## src/rtl/rv32i_pkg.sv

```systemverilog
// rv32i_pkg: shared fetch-path types and constants for the RV32I core.
package rv32i_pkg;
    typedef struct packed {
        logic [31:0] pc;
        logic [31:0] instr;
    } fetch_entry_t;
    localparam logic [31:0] INSTR_NOP = 32'h0000_0013;
    localparam logic [31:0] PC_STEP   = 32'd4;
endpackage

```

## src/rtl/fetch_fifo.sv

```systemverilog
// fetch_fifo: small power-of-two FIFO with synchronous flush and reset, no bypass.
module fetch_fifo
    import rv32i_pkg::*;
#(
    parameter int  DEPTH = 2,
    parameter type T     = fetch_entry_t,
    localparam int AW    = $clog2(DEPTH)
) (
    input  logic        clk,
    input  logic        reset_n,
    input  logic        push,
    input  logic        pop,
    input  logic        flush,
    input  T            din,
    output T            dout,
    output logic        full,
    output logic        empty,
    output logic [AW:0] count
);
    T              r_mem [DEPTH];
    logic [AW-1:0] r_wr_ptr;
    logic [AW-1:0] r_rd_ptr;
    logic [AW:0]   r_count;
    always_ff @(posedge clk) begin
        if (!reset_n) begin
            r_wr_ptr <= '0;
            r_rd_ptr <= '0;
            r_count  <= '0;
            for (int i = 0; i < DEPTH; i++) r_mem[i] <= '0;
        end else if (flush) begin
            r_wr_ptr <= '0;
            r_rd_ptr <= '0;
            r_count  <= '0;
        end else begin
            // Pointers wrap naturally because DEPTH is a power of two
            if (push) begin
                r_mem[r_wr_ptr] <= din;
                r_wr_ptr        <= r_wr_ptr + AW'(1);
            end
            if (pop) r_rd_ptr <= r_rd_ptr + AW'(1);
            if (push != pop) r_count <= push ? r_count + (AW+1)'(1) : r_count - (AW+1)'(1);
        end
    end
    assign dout  = r_mem[r_rd_ptr];
    assign full  = r_count == (AW+1)'(DEPTH);
    assign empty = r_count == '0;
    assign count = r_count;
endmodule

```

## src/rtl/instr_fetch_unit.sv

```systemverilog
// instr_fetch_unit: owns the PC, fetches from IMEM into a FIFO and hands {pc, instr} to decode.
module instr_fetch_unit
    import rv32i_pkg::*;
#(
    parameter logic [31:0] RESET_PC = 32'h0000_0000,
    parameter int          DEPTH    = 2
) (
    input  logic        clk,
    input  logic        reset_n,
    input  logic        fetch_en,
    output logic [31:0] Instr_Addr,
    input  logic [31:0] Instr_rdata,
    input  logic        redirect_valid,
    input  logic [31:0] redirect_pc,
    output logic        out_valid,
    input  logic        out_ready,
    output logic [31:0] out_pc,
    output logic [31:0] out_instr,
    output logic        misalign_err
);
    localparam int CW = $clog2(DEPTH) + 1;
    logic [31:0]   r_pc;
    logic          r_misalign;
    logic          w_pop;
    logic          w_push;
    logic          w_full;
    logic          w_empty;
    logic [CW-1:0] w_count;
    fetch_entry_t  w_din;
    fetch_entry_t  w_head;
    assign Instr_Addr   = r_pc;
    assign out_valid    = !w_empty;
    assign w_pop        = out_valid && out_ready;
    // A pop frees a slot in the same cycle, so a full FIFO still sustains one fetch per cycle
    assign w_push       = fetch_en && !redirect_valid && (!w_full || w_pop);
    assign w_din        = '{pc: r_pc, instr: Instr_rdata};
    assign out_pc       = w_head.pc;
    assign out_instr    = w_head.instr;
    assign misalign_err = r_misalign;
    always_ff @(posedge clk) begin
        if (!reset_n) begin
            r_pc       <= RESET_PC;
            r_misalign <= 1'b0;
        end else begin
            r_misalign <= redirect_valid && (redirect_pc[1:0] != 2'b00);
            r_pc       <= redirect_valid ? {redirect_pc[31:2], 2'b00} : w_push ? r_pc + PC_STEP : r_pc;
        end
    end
    fetch_fifo #(.DEPTH(DEPTH), .T(fetch_entry_t)) u_fifo (
        .clk     (clk),
        .reset_n (reset_n),
        .push    (w_push),
        .pop     (w_pop),
        .flush   (redirect_valid),
        .din     (w_din),
        .dout    (w_head),
        .full    (w_full),
        .empty   (w_empty),
        .count   (w_count)
    );
    assert property (@(posedge clk) disable iff (!reset_n)
        w_count <= CW'(DEPTH) && w_empty == (w_count == '0));
endmodule

```

## config.mk

```make
export PLATFORM = sky130hd
export DESIGN_NAME = instr_fetch_unit
export DESIGN_NICKNAME = d
export VERILOG_FILES = /design/src/rtl/rv32i_pkg.sv /design/src/rtl/fetch_fifo.sv /design/src/rtl/instr_fetch_unit.sv
export SDC_FILE = /design/constraint.sdc
export NUM_CORES = 1
export LEC_CHECK = 0
export BUFFER_PORTS_ARGS = -buffer_cell sky130_fd_sc_hd__clkbuf_2
export CORE_MARGIN = 4
export CORE_UTILIZATION = 30
export DETAILED_ROUTE_END_ITERATION = 6
export PLACE_DENSITY = 0.54
export SETUP_SLACK_MARGIN = 0.02
export SLEW_MARGIN = 20
export SYNTH_ARGS = -nofsm -noshare
export SYNTH_HDL_FRONTEND = slang
export SYNTH_SLANG_ARGS = --single-unit
```

## constraint.sdc

```tcl
create_clock -name clk -period 8.5 [get_ports clk]
set_input_delay 1.7 -clock clk [delete_from_list [all_inputs] [get_ports clk]]
set_output_delay 1.7 -clock clk [all_outputs]
set_load 0.05 [all_outputs]
```

==> run metrics, run 1 <==
status finished, final reports clean; Post-synth ARST share 0%; Avg Cell Area, Syn 12.3 um^2; Seq/Total Area, Yosys 60.8%; Post-synth EDFFs 124; CTS clock-pin slew for the worst setup and hold paths 0.07 ns; pin count of the biggest net entering global routing 65; cell count after placement 1032; Setup CP Type in -> reg; TritonCTS clock tree yes; DR pass1 iterations 4; synthesis-stage register bit count 160; Root Driver clkbuf_16; met1 usage 19.9%; skew final 0.0102 ns; GR Overflow Total 0; Ports 167; CTS max path bufs 2; Worst Setup Start Kind input port; total number of vias 5175; hold crit path type reg -> reg; Starting Density 30.8%; Post-Syn Area 7310 um^2; Synth Instances 595; die area 26900 um^2; drt drc 0; num rows 56; Antenna Cells 0; Final Setup Violations 0; nets 803; Worst EP arrival 4.09 ns; PortBufs 162; hold_buf cts 0; Max-slew headroom 32.6%; H-tree depth 4; met3 Use GR 4.32%; fraction of layout cells with a size suffix above 1 36.5%; Netlist cell types 37; CTS Buf Count 17; DR WL/cell 18.3 um; post-route ant nets 0; crit path capture type register; first-pass GRT wire length 30.0 mm; drt via density 4.86; max frequency 0.247 GHz; area leader, netlist edfxtp_1; die extent in y 164 um; leakage 4.02 nW; post-route insts no fill 1065; Critical Path Fanout Max 48; HPWL after DPL 12.1 mm; Die X-Extent 164 um; Area Growth Syn to Fin 23.6%; vias in the first global route 5229; Synth Flop Type edfxtp_1; GRT met2 Usage 22.5%; PwrDens 220 nW/um^2; top post-synthesis cells by area edfxtp_1, and3_1, dfxtp_1; most frequent cell after synthesis and3_1; initial antenna violation count 0; maximum VDD drop 0.104 mV; CTS Sinks 160; setup TNS 0 ns; Final period util 47.5%; worst slew pin tran 1.01 ns; most instantiated cells after synthesis and3_1, edfxtp_1, mux2_2; RSZ-0062 raised after global routing no; Final min period 4.04 ns; DR iter-0 viols 322; MaxCap Viol Count 0; GR peak layer met2; yosys warns 0; Fillers 2311; Core Region 23800 um^2; Post-CTS Setup Inserts 0; GRT Total Usage 14.6%; post-cts resize count 0; CP Data Required Time 8.55 ns; routability congestion estimate 0.738; max-slew violation count 0; worst skew pair latency 0.42 ns; Hold Vio Cnt, Final 0; final wirelength 19.5 mm; top cell type's share of synthesized area 50.9%
-- cell families (layout without fill, tap and decap cells) --
group	count (synthesis)	count (layout)	share of synthesized area, %
mux	65	65	9.96
xor+xnor	32	32	3.83
simple gates	214	214	17.2
buf+inv	57	205	3.22
flops	160	160	60.8
other cells	1	4	0.0513
compound gates	65	65	4.79
fa+ha+maj	1	1	0.171
-- where the power goes --
group	switching, mW	internal, mW
Clock	0.319	0.492
Combinational	0.196	0.0671
Sequential	0.0312	0.884
-- metal layers --
metal | part of all wire, % | vias up
met3 | 6.3 | 21
met1 | 47 | 2519
met4 | 1.6 | 0
li1 | - | 2483
met5 | 0 | -
met2 | 45 | 152
-- layout make-up --
cell class | count | area, um^2 | share of cell area (%)
clock inverters | 14 | 190 | 2.10
inverters | 4 | 15.0 | 0.166
multi-input cells | 381 | 2670 | 29.6
flip-flops and latches | 160 | 4450 | 49.2
repair buffers | 169 | 883 | 9.77
clock buffers | 18 | 429 | 4.75
well taps | 319 | 399 | 4.42
-- registers in the layout, indices dropped and copies added (netlist names), named ones only --
name,cells
u_fifo.r_mem,124
Instr_Addr,30
u_fifo.count,2
misalign_err,1
u_fifo.r_rd_ptr,1
u_fifo.r_wr_ptr,1
-- final timing paths --
kind | from | end | slack [ns] | cells past startpoint
hold reg to reg | u_fifo.r_rd_ptr | register | 0.52 | 2
setup / recovery | redirect_valid | u_fifo.r_mem[1][45] | 4.46 | 6
hold / removal | u_fifo.r_rd_ptr | register | 0.52 | 2
setup reg to reg | u_fifo.count[0] | u_fifo.r_mem[1][45] | 5.90 | 4
-- stage by stage --
step	util (%)	setup WS (ns)	cell area (um^2)	total power, mW	hold WS (ns)
CTS	37.9	4.30	9010	2.01	0.513
finish	38.1	4.46	9040	1.99	0.518
detailed placement	35.3	3.85	8390	1.20	0.499
global route	38.1	4.22	9040	2.06	0.534
global placement	35.3	3.94	8390	1.20	0.524
floorplan	-	1.18	7320	1.12	0.472
-- worst max-delay path, cell delays in order --
cell and delay [ns]:
clkbuf_2 0.23, inv_1 0.10, buf_4 0.40, nand4_1 0.35, o21ai_4 0.62, buf_4 0.64
-- cell usage in the layout (no fill, tap or decap), types with 3 or more instances in the layout --
| cell type | count |
|---|---|
| buf_4 | 6 |
| nor4_1 | 5 |
| clkbuf_16 | 17 |
| a21oi_1 | 23 |
| clkbuf_2 | 162 |
| xnor2_1 | 6 |
| clkinv_2 | 3 |
| bufinv_16 | 4 |
| nand2_1 | 26 |
| nand3_1 | 13 |
| xor2_1 | 26 |
| inv_1 | 3 |
| conb_1 | 4 |
| clkinvlp_4 | 3 |
| nor2_1 | 10 |
| edfxtp_1 | 124 |
| nor3_1 | 3 |
| nand4_1 | 13 |
| and2_1 | 3 |
| o211a_1 | 4 |
| and3_1 | 127 |
| mux2i_1 | 3 |
| o21ai_0 | 35 |
| mux2_2 | 62 |
| dfxtp_1 | 34 |
No activity file was read; power rests on OpenSTA's default activity.
==> inputs of run 2 (changes only) <==
--- a/config.mk
+++ b/config.mk
@@ -9,7 +9,7 @@
 export CORE_MARGIN = 4
 export CORE_UTILIZATION = 30
 export DETAILED_ROUTE_END_ITERATION = 6
-export PLACE_DENSITY = 0.54
+export PLACE_DENSITY = 0.56
 export SETUP_SLACK_MARGIN = 0.02
 export SLEW_MARGIN = 20
 export SYNTH_ARGS = -nofsm -noshare
==> constraint.sdc (replaced) <==
create_clock -name clk -period 3.2 [get_ports clk]
set_input_delay 0.64 -clock clk [delete_from_list [all_inputs] [get_ports clk]]
set_output_delay 0.64 -clock clk [all_outputs]
set_load 0.05 [all_outputs]
==> run metrics, run 2 (synthesis results as in run 1) <==
drt via density 4.83 (-0.55%); Core Region 23800 um^2 (unchanged); WP buf/inv 2 (-2); Final Power 5.17 mW (+160%); Slowest-stage cell, CP dfxtp_4; pre-CTS setup slack 0.417 ns (-3.44 ns); Final period util 83.4%; leading cell types in the layout, fill and taps excluded clkbuf_2, and3_1, edfxtp_1; hold crit path type in -> reg; max frequency 0.375 GHz; CTS max path bufs 2 (unchanged); max reg flops 124 (unchanged); die extent in y 164 um (unchanged); Util after Layout 38.3% (+0.27 points); vias in the first global route 5174 (-1.1%); HPWL after DPL 12.9 mm (+6.6%); CTS clock-pin slew for the worst setup and hold paths 0.07 ns (about the same); cell count after placement 1047 (+1.5%); routability congestion estimate 0.751 (+1.8%); setup TNS 0 ns (unchanged); most common cell after layout, fill and taps aside clkbuf_2; Worst path max stage delay 0.63 ns (about the same); worst skew pair latency 0.42 ns (about the same); post-route insts no fill 1079 (+1.3%); Starting Density 30.8% (unchanged); register bank with the most flops u_fifo.r_mem; max-slew violation count 0 (unchanged); skew final 0.0150 ns (+0.00484 ns); Critical Path Fanout Max 29 (-40%); TritonCTS clock tree yes; pin count of the biggest net entering global routing 66 (+1.5%); post-cts resize count 0 (unchanged); Final min period 2.67 ns; Max-slew headroom 46.8% (+14 points); PwrDens 568 nW/um^2 (+160%); DR WL/cell 18.1 um (-1.2%); ordered cell list for the critical path buf_4, mux2_2, clkbuf_2; nets 818 (+1.9%); Setup CP Type reg -> out; hold_buf cts 0 (unchanged); Fillers 2294 (-0.74%); Final Setup Violations 0 (unchanged); PortBufs 162 (unchanged); worst slew pin tran 0.790 ns (-0.219 ns); Root Driver clkbuf_16; Area Growth Syn to Fin 24.5%; Hold Vio Cnt, Final 0 (unchanged); RSZ-0062 raised after global routing no; Worst EP arrival 2.03 ns (-2.06 ns); drt drc 0 (unchanged); DR iter-0 viols 330 (+2.5%); crit-path leading delay family flip-flops; GRT Total Usage 14.5% (-0.11 points); DR pass1 iterations 4 (unchanged); total number of vias 5214 (+0.75%); CTS Sinks 160 (unchanged); final wirelength 19.5 mm (+0.11%); post-route ant nets 0 (unchanged); status finished, final reports clean; GR Overflow Total 0 (unchanged); CTS Buf Count 17 (unchanged); maximum VDD drop 0.283 mV (+170%); final setup margin 0.532 ns (-3.93 ns); Antenna Cells 0 (unchanged); die area 26900 um^2 (unchanged); first-pass GRT wire length 29.9 mm (-0.50%); Worst Setup Start Kind register; initial antenna violation count 0 (unchanged); Ports 167 (unchanged); crit path capture type primary output; fraction of layout cells with a size suffix above 1 37.4% (+0.91 points); Post-CTS Setup Inserts 0 (unchanged); leakage 4.08 nW (+1.4%); Die X-Extent 164 um (unchanged); num rows 56 (unchanged); H-tree depth 4 (unchanged); CP Data Required Time 2.56 ns (-5.99 ns); MaxCap Viol Count 0 (unchanged)
run 2: metal layers:
metal | vias up | track usage (%) | routed length [um]
li1 | 2508 | - | -
met1 | 2516 | 19.9 | 8990
met2 | 172 | 22.6 | 8790
met3 | 18 | 4.27 | 1520
met4 | 0 | 3.66 | 205
met5 | - | 0 | 0
run 2: power by group:
part	switching [mW]	internal [mW]	total, mW
Sequential	0.0821	2.35	2.43
Combinational	0.520	0.185	0.705
Clock	0.808	1.22	2.03
run 2: per-stage QoR:
| stage | hold WS [ns] | instance area [um^2] |
|---|---|---|
| finish | 0.434 | 9100 |
| global route | 0.421 | 9100 |
| CTS | 0.417 | 9080 |
| detailed placement | 0.487 | 8500 |
| global placement | 0.490 | 8500 |
| floorplan | 0.472 | 7350 |
run 2: cell type report:
| class | instances | area (um^2) | area share (%) |
|---|---|---|---|
| Inverter | 4 | 15.0 | 0.165 |
| Sequential cell | 160 | 4450 | 48.9 |
| Clock inverter | 10 | 138 | 1.51 |
| Clock buffer | 21 | 440 | 4.84 |
| Tap cell | 319 | 399 | 4.38 |
| Timing Repair Buffer | 184 | 988 | 10.9 |
| Multi-Input combinational cell | 381 | 2670 | 29.4 |
run 2: path summary, 6_finish.rpt:
path / start / end / slack (ns) / depth (start not counted)
max: register / out_pc[4] / 0.53 / 3
min: redirect_pc[0] / misalign_err / 0.43 / 2
max reg2reg: u_fifo.count[1] / u_fifo.r_mem[1][50] / 1.07 / 6
min reg2reg: u_fifo.r_rd_ptr / register / 0.50 / 2
run 2: worst reg2reg max path: cells and delay by family (launching register included):
family / cells / cell delay (ns)
and+or+nand+nor: 4 / 0.99
buffers and inverters: 2 / 0.44
DFF: 1 / 0.43
==> inputs of run 3 (changes only) <==
==> constraint.sdc (replaced) <==
create_clock -name clk -period 2.1 [get_ports clk]
set_input_delay 0.42 -clock clk [delete_from_list [all_inputs] [get_ports clk]]
set_output_delay 0.42 -clock clk [all_outputs]
set_load 0.05 [all_outputs]
==> run metrics, run 3 (synthesis results as in run 1) <==
status finished, final reports clean; HPWL after DPL 13.0 mm (+0.88%); routability congestion estimate 0.782 (+4.2%); Critical Path Fanout Max 23 (-21%); RSZ-0062 raised after global routing yes; Final Power 7.98 mW (+54%); maximum VDD drop 0.416 mV (+47%); Final min period 2.03 ns; CTS max path bufs 2 (unchanged); GR Overflow Total 0 (unchanged); Root Driver clkbuf_16; Setup CP Type reg -> out; worst skew pair latency 0.42 ns (about the same); register bank with the most flops u_fifo.r_mem; Final period util 96.6%; Final Setup Violations 0 (unchanged); initial antenna violation count 0 (unchanged); Util after Layout 39.9% (+1.6 points); die area 26900 um^2 (unchanged); die extent in y 164 um (unchanged); leakage 4.25 nW (+4.2%); Area Growth Syn to Fin 29.6%; pin count of the biggest net entering global routing 64 (-3.0%); setup TNS 0 ns (unchanged); MaxCap Viol Count 0 (unchanged); PwrDens 842 nW/um^2 (+48%); Hold Vio Cnt, Final 0 (unchanged); hold crit path type in -> reg; Fillers 2308 (+0.61%); max-slew violation count 0 (unchanged); nets 839 (+2.6%); Worst Setup Start Kind register; cell count after placement 1068 (+2.0%); max reg flops 124 (unchanged); TritonCTS clock tree yes; skew final 0.0141 ns (-0.000914 ns); drt drc 0 (unchanged); vias in the first global route 5178 (+0.077%); Antenna Cells 0 (unchanged); post-route insts no fill 1101 (+2.0%); hold_buf cts 0 (unchanged); most common cell after layout, fill and taps aside and3_1; first-pass GRT wire length 29.6 mm (-1.1%); num rows 56 (unchanged); CTS Buf Count 17 (unchanged); DR WL/cell 17.6 um (-2.8%); PortBufs 162 (unchanged); CTS clock-pin slew for the worst setup and hold paths 0.07 ns (about the same); multi-input logic area 2690 um^2 (+0.56%); Core Region 23800 um^2 (unchanged); GRT Total Usage 14.3% (-0.23 points); Worst EP arrival 1.61 ns (-0.42 ns); CP Data Required Time 1.68 ns (-0.88 ns); Fin Hold WS 0.218 ns (-0.216 ns); fraction of layout cells with a size suffix above 1 40.4% (+3.0 points); drt via density 4.75 (-1.8%); post-route ant nets 0 (unchanged); max frequency 0.493 GHz; total number of vias 5227 (+0.25%); final wirelength 19.3 mm (-0.83%); worst slew pin tran 0.776 ns (-0.0145 ns); CTS Sinks 160 (unchanged); leading cell types in the layout, fill and taps excluded and3_1, edfxtp_1, clkbuf_2; Starting Density 30.8% (unchanged); H-tree depth 4 (unchanged); Max-slew headroom 48.2% (+1.3 points); Die X-Extent 164 um (unchanged); DR iter-0 viols 299 (-9.4%); area occupied by registers 4460 um^2 (+0.20%); crit path capture type primary output; DR pass1 iterations 4 (unchanged); Ports 167 (unchanged)
run 3: final cells by class:
type                       instances  share of cell area [%]
tap                              319                    4.21
clock inverter                    10                    1.45
multi-input combinational        381                    28.4
timing repair buffer             205                    14.0
clock buffer                      22                    4.79
inverter                           4                   0.185
sequential                       160                    47.0
run 3: per-layer routing:
| layer | track usage (%) | wire, um |
|---|---|---|
| met1 | 20.1 | 9220 |
| met2 | 21.7 | 8630 |
| met3 | 3.81 | 1200 |
| met4 | 4.12 | 291 |
| met5 | 0 | 0 |
run 3: what timing repair did:
item	4_1_cts	5_1_grt
setup endpoints to repair	57	47
gates resized for setup	28	53
setup buffers	1	0
run 3: stage by stage:
step	worst slack (ns)	area [um^2]
floorplan	-0.637	7420
global placement	0.104	8790
detailed placement	0.0771	8790
CTS	0.00107	9460
global route	0.00827	9480
finish	0.0716	9480
run 3: final timing paths:
path | cells past startpoint | from | end | slack [ns]
setup / recovery | 3 | register | out_instr[20] | 0.07
hold / removal | 2 | redirect_pc[0] | misalign_err | 0.22
setup reg to reg | 5 | u_fifo.count[0] | u_fifo.r_mem[1][39] | 0.19
hold reg to reg | 2 | u_fifo.r_rd_ptr | u_fifo.r_rd_ptr | 0.51
run 3: report_power, final:
part	internal (mW)	total, mW	leakage, nW	switching (mW)
clock network	1.90	3.13	0.284	1.23
logic	0.349	1.18	2.37	0.834
registers	3.58	3.67	1.60	0.0906
total	5.83	7.98	4.25	2.15
run 3: critical path, cell delays in order, from the launching register on:
cell     delay (ns)
dfxtp_4        0.43
buf_12         0.20
mux2_2         0.36
buf_4          0.19
